### src/rtl/arbitro_hierarquia_memoria.sv
// Two-port round-robin arbiter that serialises fetch/data requests onto the
// single memory-hierarchy port, returns a done pulse and keeps hit/miss stats.
module arbitro_hierarquia_memoria #(
  parameter int ACCESS_CYCLES = 1,
  parameter int CNT_W         = 8
) (
  input  logic             clock,
  input  logic             reset,
  input  logic             req0,
  input  logic             req1,
  input  logic             we0,
  input  logic             we1,
  input  logic [5:0]       addr0,
  input  logic [5:0]       addr1,
  input  logic [15:0]      wdata0,
  input  logic [15:0]      wdata1,
  output logic             done0,
  output logic             done1,
  output logic [15:0]      rdata,
  output logic             last_hit_L1,
  output logic             last_hit_L2,
  output logic             busy,
  output logic [5:0]       mem_address,
  output logic [15:0]      mem_write_data,
  output logic             mem_read,
  output logic             mem_write,
  input  logic [15:0]      mem_read_data,
  input  logic             mem_hit_L1,
  input  logic             mem_hit_L2,
  input  logic             clear_cnt,
  output logic [CNT_W-1:0] cnt_hit_L1,
  output logic [CNT_W-1:0] cnt_hit_L2,
  output logic [CNT_W-1:0] cnt_miss
);

  typedef enum logic [1:0] {S_IDLE, S_ISSUE, S_DONE} state_t;

  localparam int              CW       = (ACCESS_CYCLES > 1) ? $clog2(ACCESS_CYCLES) : 1;
  localparam logic [CW-1:0]   CNT_LOAD = CW'(ACCESS_CYCLES - 1);
  localparam logic [CNT_W-1:0] CNT_MAX = '1;

  state_t           r_state, w_next;
  logic             r_rr, r_grant;
  logic [CW-1:0]    r_cnt;
  logic [5:0]       r_addr;
  logic [15:0]      r_wdata, r_rdata;
  logic             r_rd, r_wr, r_hit_l1, r_hit_l2;
  logic [CNT_W-1:0] r_cnt_l1, r_cnt_l2, r_cnt_miss;

  logic w_both, w_grant_idx, w_start, w_finish;

  assign w_both      = req0 & req1;
  assign w_grant_idx = w_both ? ~r_rr : req1;
  assign w_start     = (r_state == S_IDLE) && (req0 || req1);
  assign w_finish    = (r_state == S_ISSUE) && (r_cnt == '0);

  always_ff @(posedge clock or negedge reset) begin
    if (!reset) r_state <= S_IDLE;
    else        r_state <= w_next;
  end

  always_comb begin
    // NOTE: default first so every path assigns w_next and no latch is inferred.
    w_next = r_state;
    case (r_state)
      S_IDLE:  if (req0 || req1) w_next = S_ISSUE;
      S_ISSUE: if (r_cnt == '0)  w_next = S_DONE;
      S_DONE:  w_next = S_IDLE;
      default: w_next = S_IDLE;
    endcase
  end

  // NOTE: the asynchronous reset clears r_rd/r_wr at once, so an in-flight
  // access is abandoned without waiting for a clock edge.
  always_ff @(posedge clock or negedge reset) begin
    if (!reset) begin
      r_rr     <= 1'b1;
      r_grant  <= 1'b0;
      r_cnt    <= '0;
      r_addr   <= '0;
      r_wdata  <= '0;
      r_rdata  <= '0;
      r_rd     <= 1'b0;
      r_wr     <= 1'b0;
      r_hit_l1 <= 1'b0;
      r_hit_l2 <= 1'b0;
    end else if (w_start) begin
      r_grant <= w_grant_idx;
      if (w_both) r_rr <= w_grant_idx;
      r_addr  <= w_grant_idx ? addr1  : addr0;
      r_wdata <= w_grant_idx ? wdata1 : wdata0;
      r_rd    <= w_grant_idx ? ~we1   : ~we0;
      r_wr    <= w_grant_idx ? we1    : we0;
      r_cnt   <= CNT_LOAD;
    end else if (w_finish) begin
      if (r_rd) r_rdata <= mem_read_data;
      r_hit_l1 <= mem_hit_L1;
      r_hit_l2 <= mem_hit_L2;
      r_rd     <= 1'b0;
      r_wr     <= 1'b0;
    end else if (r_state == S_ISSUE) begin
      r_cnt <= r_cnt - CW'(1);
    end
  end

  // Saturating statistics; a clear in the same cycle as a completion wins.
  always_ff @(posedge clock or negedge reset) begin
    if (!reset) begin
      r_cnt_l1   <= '0;
      r_cnt_l2   <= '0;
      r_cnt_miss <= '0;
    end else if (clear_cnt) begin
      r_cnt_l1   <= '0;
      r_cnt_l2   <= '0;
      r_cnt_miss <= '0;
    end else if (w_finish) begin
      if (mem_hit_L1) begin
        if (r_cnt_l1 != CNT_MAX) r_cnt_l1 <= r_cnt_l1 + CNT_W'(1);
      end else if (mem_hit_L2) begin
        if (r_cnt_l2 != CNT_MAX) r_cnt_l2 <= r_cnt_l2 + CNT_W'(1);
      end else begin
        if (r_cnt_miss != CNT_MAX) r_cnt_miss <= r_cnt_miss + CNT_W'(1);
      end
    end
  end

  assign done0          = (r_state == S_DONE) && !r_grant;
  assign done1          = (r_state == S_DONE) &&  r_grant;
  assign busy           = (r_state != S_IDLE);
  assign rdata          = r_rdata;
  assign last_hit_L1    = r_hit_l1;
  assign last_hit_L2    = r_hit_l2;
  assign mem_address    = r_addr;
  assign mem_write_data = r_wdata;
  assign mem_read       = r_rd;
  assign mem_write      = r_wr;
  assign cnt_hit_L1     = r_cnt_l1;
  assign cnt_hit_L2     = r_cnt_l2;
  assign cnt_miss       = r_cnt_miss;

endmodule

### config.mk
export PLATFORM = sky130hd
export DESIGN_NAME = arbitro_hierarquia_memoria
export DESIGN_NICKNAME = d
export VERILOG_FILES = /design/src/rtl/arbitro_hierarquia_memoria.sv
export SDC_FILE = /design/constraint.sdc
export NUM_CORES = 1
export LEC_CHECK = 0
export CAP_MARGIN = 20
export CORE_MARGIN = 1.5
export CORE_UTILIZATION = 35
export CTS_CLUSTER_DIAMETER = 80
export CTS_CLUSTER_SIZE = 12
export DETAILED_ROUTE_END_ITERATION = 7
export GPL_TIMING_DRIVEN = 1
export PLACE_DENSITY = 0.68
export SLEW_MARGIN = 20
export SYNTH_ARGS = -nofsm -noshare
export SYNTH_HDL_FRONTEND = slang
export SYNTH_SLANG_ARGS = --single-unit
export TNS_END_PERCENT = 10
### constraint.sdc
create_clock -name clock -period 4.4 [get_ports clock]
set_clock_uncertainty 0.1 [all_clocks]
set_input_delay 0.66 -clock clock [delete_from_list [all_inputs] [get_ports clock]]
set_output_delay 0.66 -clock clock [all_outputs]
set_load 0.005 [all_outputs]
Yosys cells after proc, flatten, opt, wreduce, memory -nomap -nowiden
Cells that the tools add are included.

storage, ports and cells
  bits in registers = 71
  output and inout bits = 69

operators by class
  add/sub/neg operators = 4
  eq/ne operators = 10
  multiplexer cells = 28
  bitwise gates (word level) = 6
  reductions and logical operators = 24

operator list
  operator               count
  $mux W8                14
  $add A8 B1 Y8 const B  3
  $ne A8 B8 Y1 const B   3
  $reduce_bool A2 Y1     9
  $mux W16               1
  $mux W1                9
  $reduce_and A2 Y1      4
  $reduce_and A4 Y1      2
  $mux W6                1
  $ne A2 B1 Y1 const B   3
  $reduce_and A3 Y1      2
  $not A1 Y1             5
  $logic_and A1 B1 Y1    4
  $mux W2                2
  $ne A2 B2 Y1 const B   2
  $pmux W2 S2            1
  $eq A2 B1 Y1 const B   1
  $eq A2 B2 Y1 const B   1
  $logic_not A2 Y1       1
  $and A1 B1 Y1          1
  $logic_not A1 Y1       1
  $logic_or A1 B1 Y1     1
  $sub A1 B1 Y1 const B  1

Logic depth before layout (Yosys ltp)
  depth in word-level cells = 6
  mapped depth = 6

Least setup slack after synthesis
OpenSTA, ideal clock, no wires.

  path kind = input to register
  from = input port req1
  to = register r_wdata[10], in the netlist mem_write_data[10]
  setup time = 0.137 ns
  data arrival time = 1.648 ns
  required time = 4.163 ns
  slack = 2.515 ns
  cell stages on the path = 5
  path through = a21boi_0 > clkbuf_1 > buf_2 > mux2i_1 > a21oi_1

between the ends
  word-level cells in the longest chain between the ends = 3
  elaborated cells between the ends (all ways) = 5
  those cells by class = mux (2); bitwise (1); reduce/logical (2)

RTL lines
  what                  line  text
  from (decl)           10    input logic req1,
  $and A1 B1 Y1         52    assign w_both = req0 & req1;
  $mux W1               53    assign w_grant_idx = w_both ? ~r_rr : req1;
  $mux W16              91    r_wdata <= w_grant_idx ? wdata1 : wdata0;
  to (signal assigned)  91
  to (decl)             46    logic [15:0] r_wdata, r_rdata;

Parallel ways exist; a longest one is shown, timed or not.
A chain may end at the register's enable or synchronous reset.

Final worst setup path
  from = register r_state[1]
  to = output port done0

between the ends
  word-level cells in the longest chain between the ends = 2

RTL lines
  what                    line  text
  from (decl)             42    state_t r_state, w_next;
  from (signal assigned)  59    else r_state <= w_next;
  $eq A2 B2 Y1            127   assign done0 = (r_state == S_DONE) && !r_grant;
  $logic_and A1 B1 Y1     127
  to (decl)               17    output logic done0,

No other way between the ends.

==> run metrics <==
Leakage=approximately 2.0 nW; Worst-Skew Late Latency=330 ps; Final ANT Viol Nets=0; critical path class=flip-flop to primary output; routing usage on met1=approximately 21%; power share of the clock group=21.1%; Layout area overhead=51.5%; minimum clock period=between 2000 and 2500 ps; Internal=between 1.5 and 2 mW; Mapped Cells=288; Synth top cells by count=dfrtp_1, a21oi_1, nor2_1, mux2i_1, mux2_2; final setup vio count=0; post-synthesis compound-gate area fraction=between 10 and 15%; hold buffer count at cts=0; die area=~10000 um2; DR iter-0 viols=63; Setup TNS=0 ps; # diodes=0; Clk Tree Root Cell=clkbuf_8; power density over the cells=between 500 and 600 nW/um2; Top Usage Layer GRT=met2; Final nets=495; DP HPWL=around 5700 um; CP endpoint kind=primary output; Max Clk Rate=around 420 MHz; fraction of registers with async set or reset after synthesis=100%; adder-cell share of the synthesized area=approximately 1.2%; vias per inst=about 5.0; Setup Buffers After CTS=0; worst hold slack=around 340 ps; ranking of synthesized cells by area=dfrtp_1, mux2i_1, mux2_2; mean area per synthesized cell=about 11 um2; die width=99.1 um; Comb pwr share=between 30% and 40%; via count=approximately 2,700; Synth Area in XOR/XNOR=under 10%; Finished Cell Area=approximately 4900 um2; peak supply drop=roughly 0.46 mV; Hold Path Class=input pin to asynchronous set/reset pin; r2r worst-path depth=4; WP data required=between 3000 and 4000 ps; top-count cell post-synth=dfrtp_1; grt ovf=0; GR Util met2=roughly a quarter; IO Pins=about 140; Yosys warning count=0; CTS clk-pin slew, worst paths=80 ps; initial antenna violation count=0; maximum clock insertion buffer count=2; CP max FO=6; CTS tree=built; CTS sink cnt=a little over 70; drt pass-1 iters=5; first-pass GRT wire length=12,700 um; pin count of the biggest net entering global routing=between 70 and 80; core footprint=slightly below 9000 um2; Synth Cell Area=~3200 um2; # Max-Cap Violations=0; Port-buffer cells=137; relative slew slack=~33%; switching power total=762 uW; M3 GR Usage=between 5 and 6%; Cell variety after synth=38; cts repair resizes=0; Period Utilization, post-route=between 50% and 60%; Placer Congestion=0.780; Initial Util=between 30% and 40%; Final Hold Fails=0; fin. max-slew vios=0; DRC errors left=0; status=completed; syn nets=360; multiplexer share of the synthesized area=roughly 15%; Finished Core Util=55.3%; DIE HEIGHT=approximately 100 um; Top FF cell, synth=dfrtp_1; register bit total from synthesis=71; Cell Rows=34; largest family of logic cells by synthesized area=multiplexers; sequential area share after synthesis=55.1%; layout cells sized above 1=under 10%; RSZ-0062 raised after global routing=false; H-Tree Depth=3; Arr. time, crit path=between 1500 and 2000 ps; CTS Buf Count=9; global-route usage over all layers=about 16%; most area-hungry cell type in the Yosys netlist=dfrtp_1; number of global-route vias before repair=between 2,000 and 3,000; EDFF count, synth=0; final WL=7880 um; switching share of total power=29.7%; Critical Path Start Type=flip-flop; placed inst area=around 4700 um2; routed len/inst=about 15 um; Tightest Pin Transition=~1000 ps; Yosys top cell area share=~54%; register share of total power=39.1%; Synth Area in Simple Gates=between 10% and 20%; Tot Pwr=2.57 mW
## layout make-up
class,count,area [um2]
clock inverter,3,40.0
fill,805,3960
timing repair buffer,138,1380
multi-input combinational,197,1370
clock buffer,13,169
sequential,71,1780
inverter,6,22.5
tap,108,135
## power by group through the flow
stage | Clock, mW | Sequential, mW | Combinational, mW
floorplan | 0 | 1.02 | 0.429
finish | 0.543 | 1.00 | 1.02
CTS | 0.559 | 1.01 | 1.04
detailed placement | 0 | 1.02 | 1.03
global placement | 0 | 1.01 | 1.01
global route | 0.589 | 1.04 | 1.11
## path summary, 6_finish.rpt
path / endpoint / start / slack [ps]
worst max-delay path: done0 / r_state[1] / 2000
worst min-delay path: cnt_hit_L2[2] / reset / 340
worst max register to register: cnt_miss[5] / r_state[1] / 2110
worst min register to register: mem_write / mem_write / 400
max in group asynchronous: cnt_miss[4] / reset / 3240
min in group clock: mem_write / mem_write / 400
## per-stage QoR
stage / cells / setup WS (ps)
2_1_floorplan: 288 / 2510
3_3_place_gp: 520 / 1740
3_5_place_dp: 520 / 1660
4_1_cts: 536 / 1970
5_1_grt: 536 / 1920
6_report: 536 / 2000
## layout by cell type, fill, tap and decap left out, types with 8 or more instances in the layout
cell type / synthesis / final
clkdlybuf4s50_1: 0 / 136
a21oi_1: 36 / 36
clkbuf_8: 0 / 12
mux2i_1: 26 / 26
dfrtp_1: 70 / 70
mux2_2: 19 / 19
o21ai_0: 8 / 8
nand3_1: 9 / 9
nor2_1: 34 / 34
## per-layer routing
metal,up-vias,wire length [um]
met3,9,660
met5,-,0
met2,96,3760
met1,1288,3380
met4,0,85
li1,1306,-
## state kept, by name (all words and copies together) (netlist names), 2 cells and up
register / flops
cnt_hit_L1: 8
mem_write_data: 16
rdata: 16
cnt_hit_L2: 8
cnt_miss: 8
r_state: 2
mem_address: 6
## cell families (layout without fill, tap and decap cells)
logic type               after synthesis  in the layout
AO/OA/AOI/OAI                         62             62
XOR/XNOR                               7              7
adder cells (fa/ha/maj)                3              3
buffers and inverters                 20            160
flip-flops                            71             71
multiplexers                          45             45
AND/OR/NAND/NOR                       80             80
## critical path: stages (launching register included)
cell             delay, ps
dfrtp_1                450
nor3b_1                300
clkdlybuf4s50_1        560
Power figures use the tool's default switching activity.
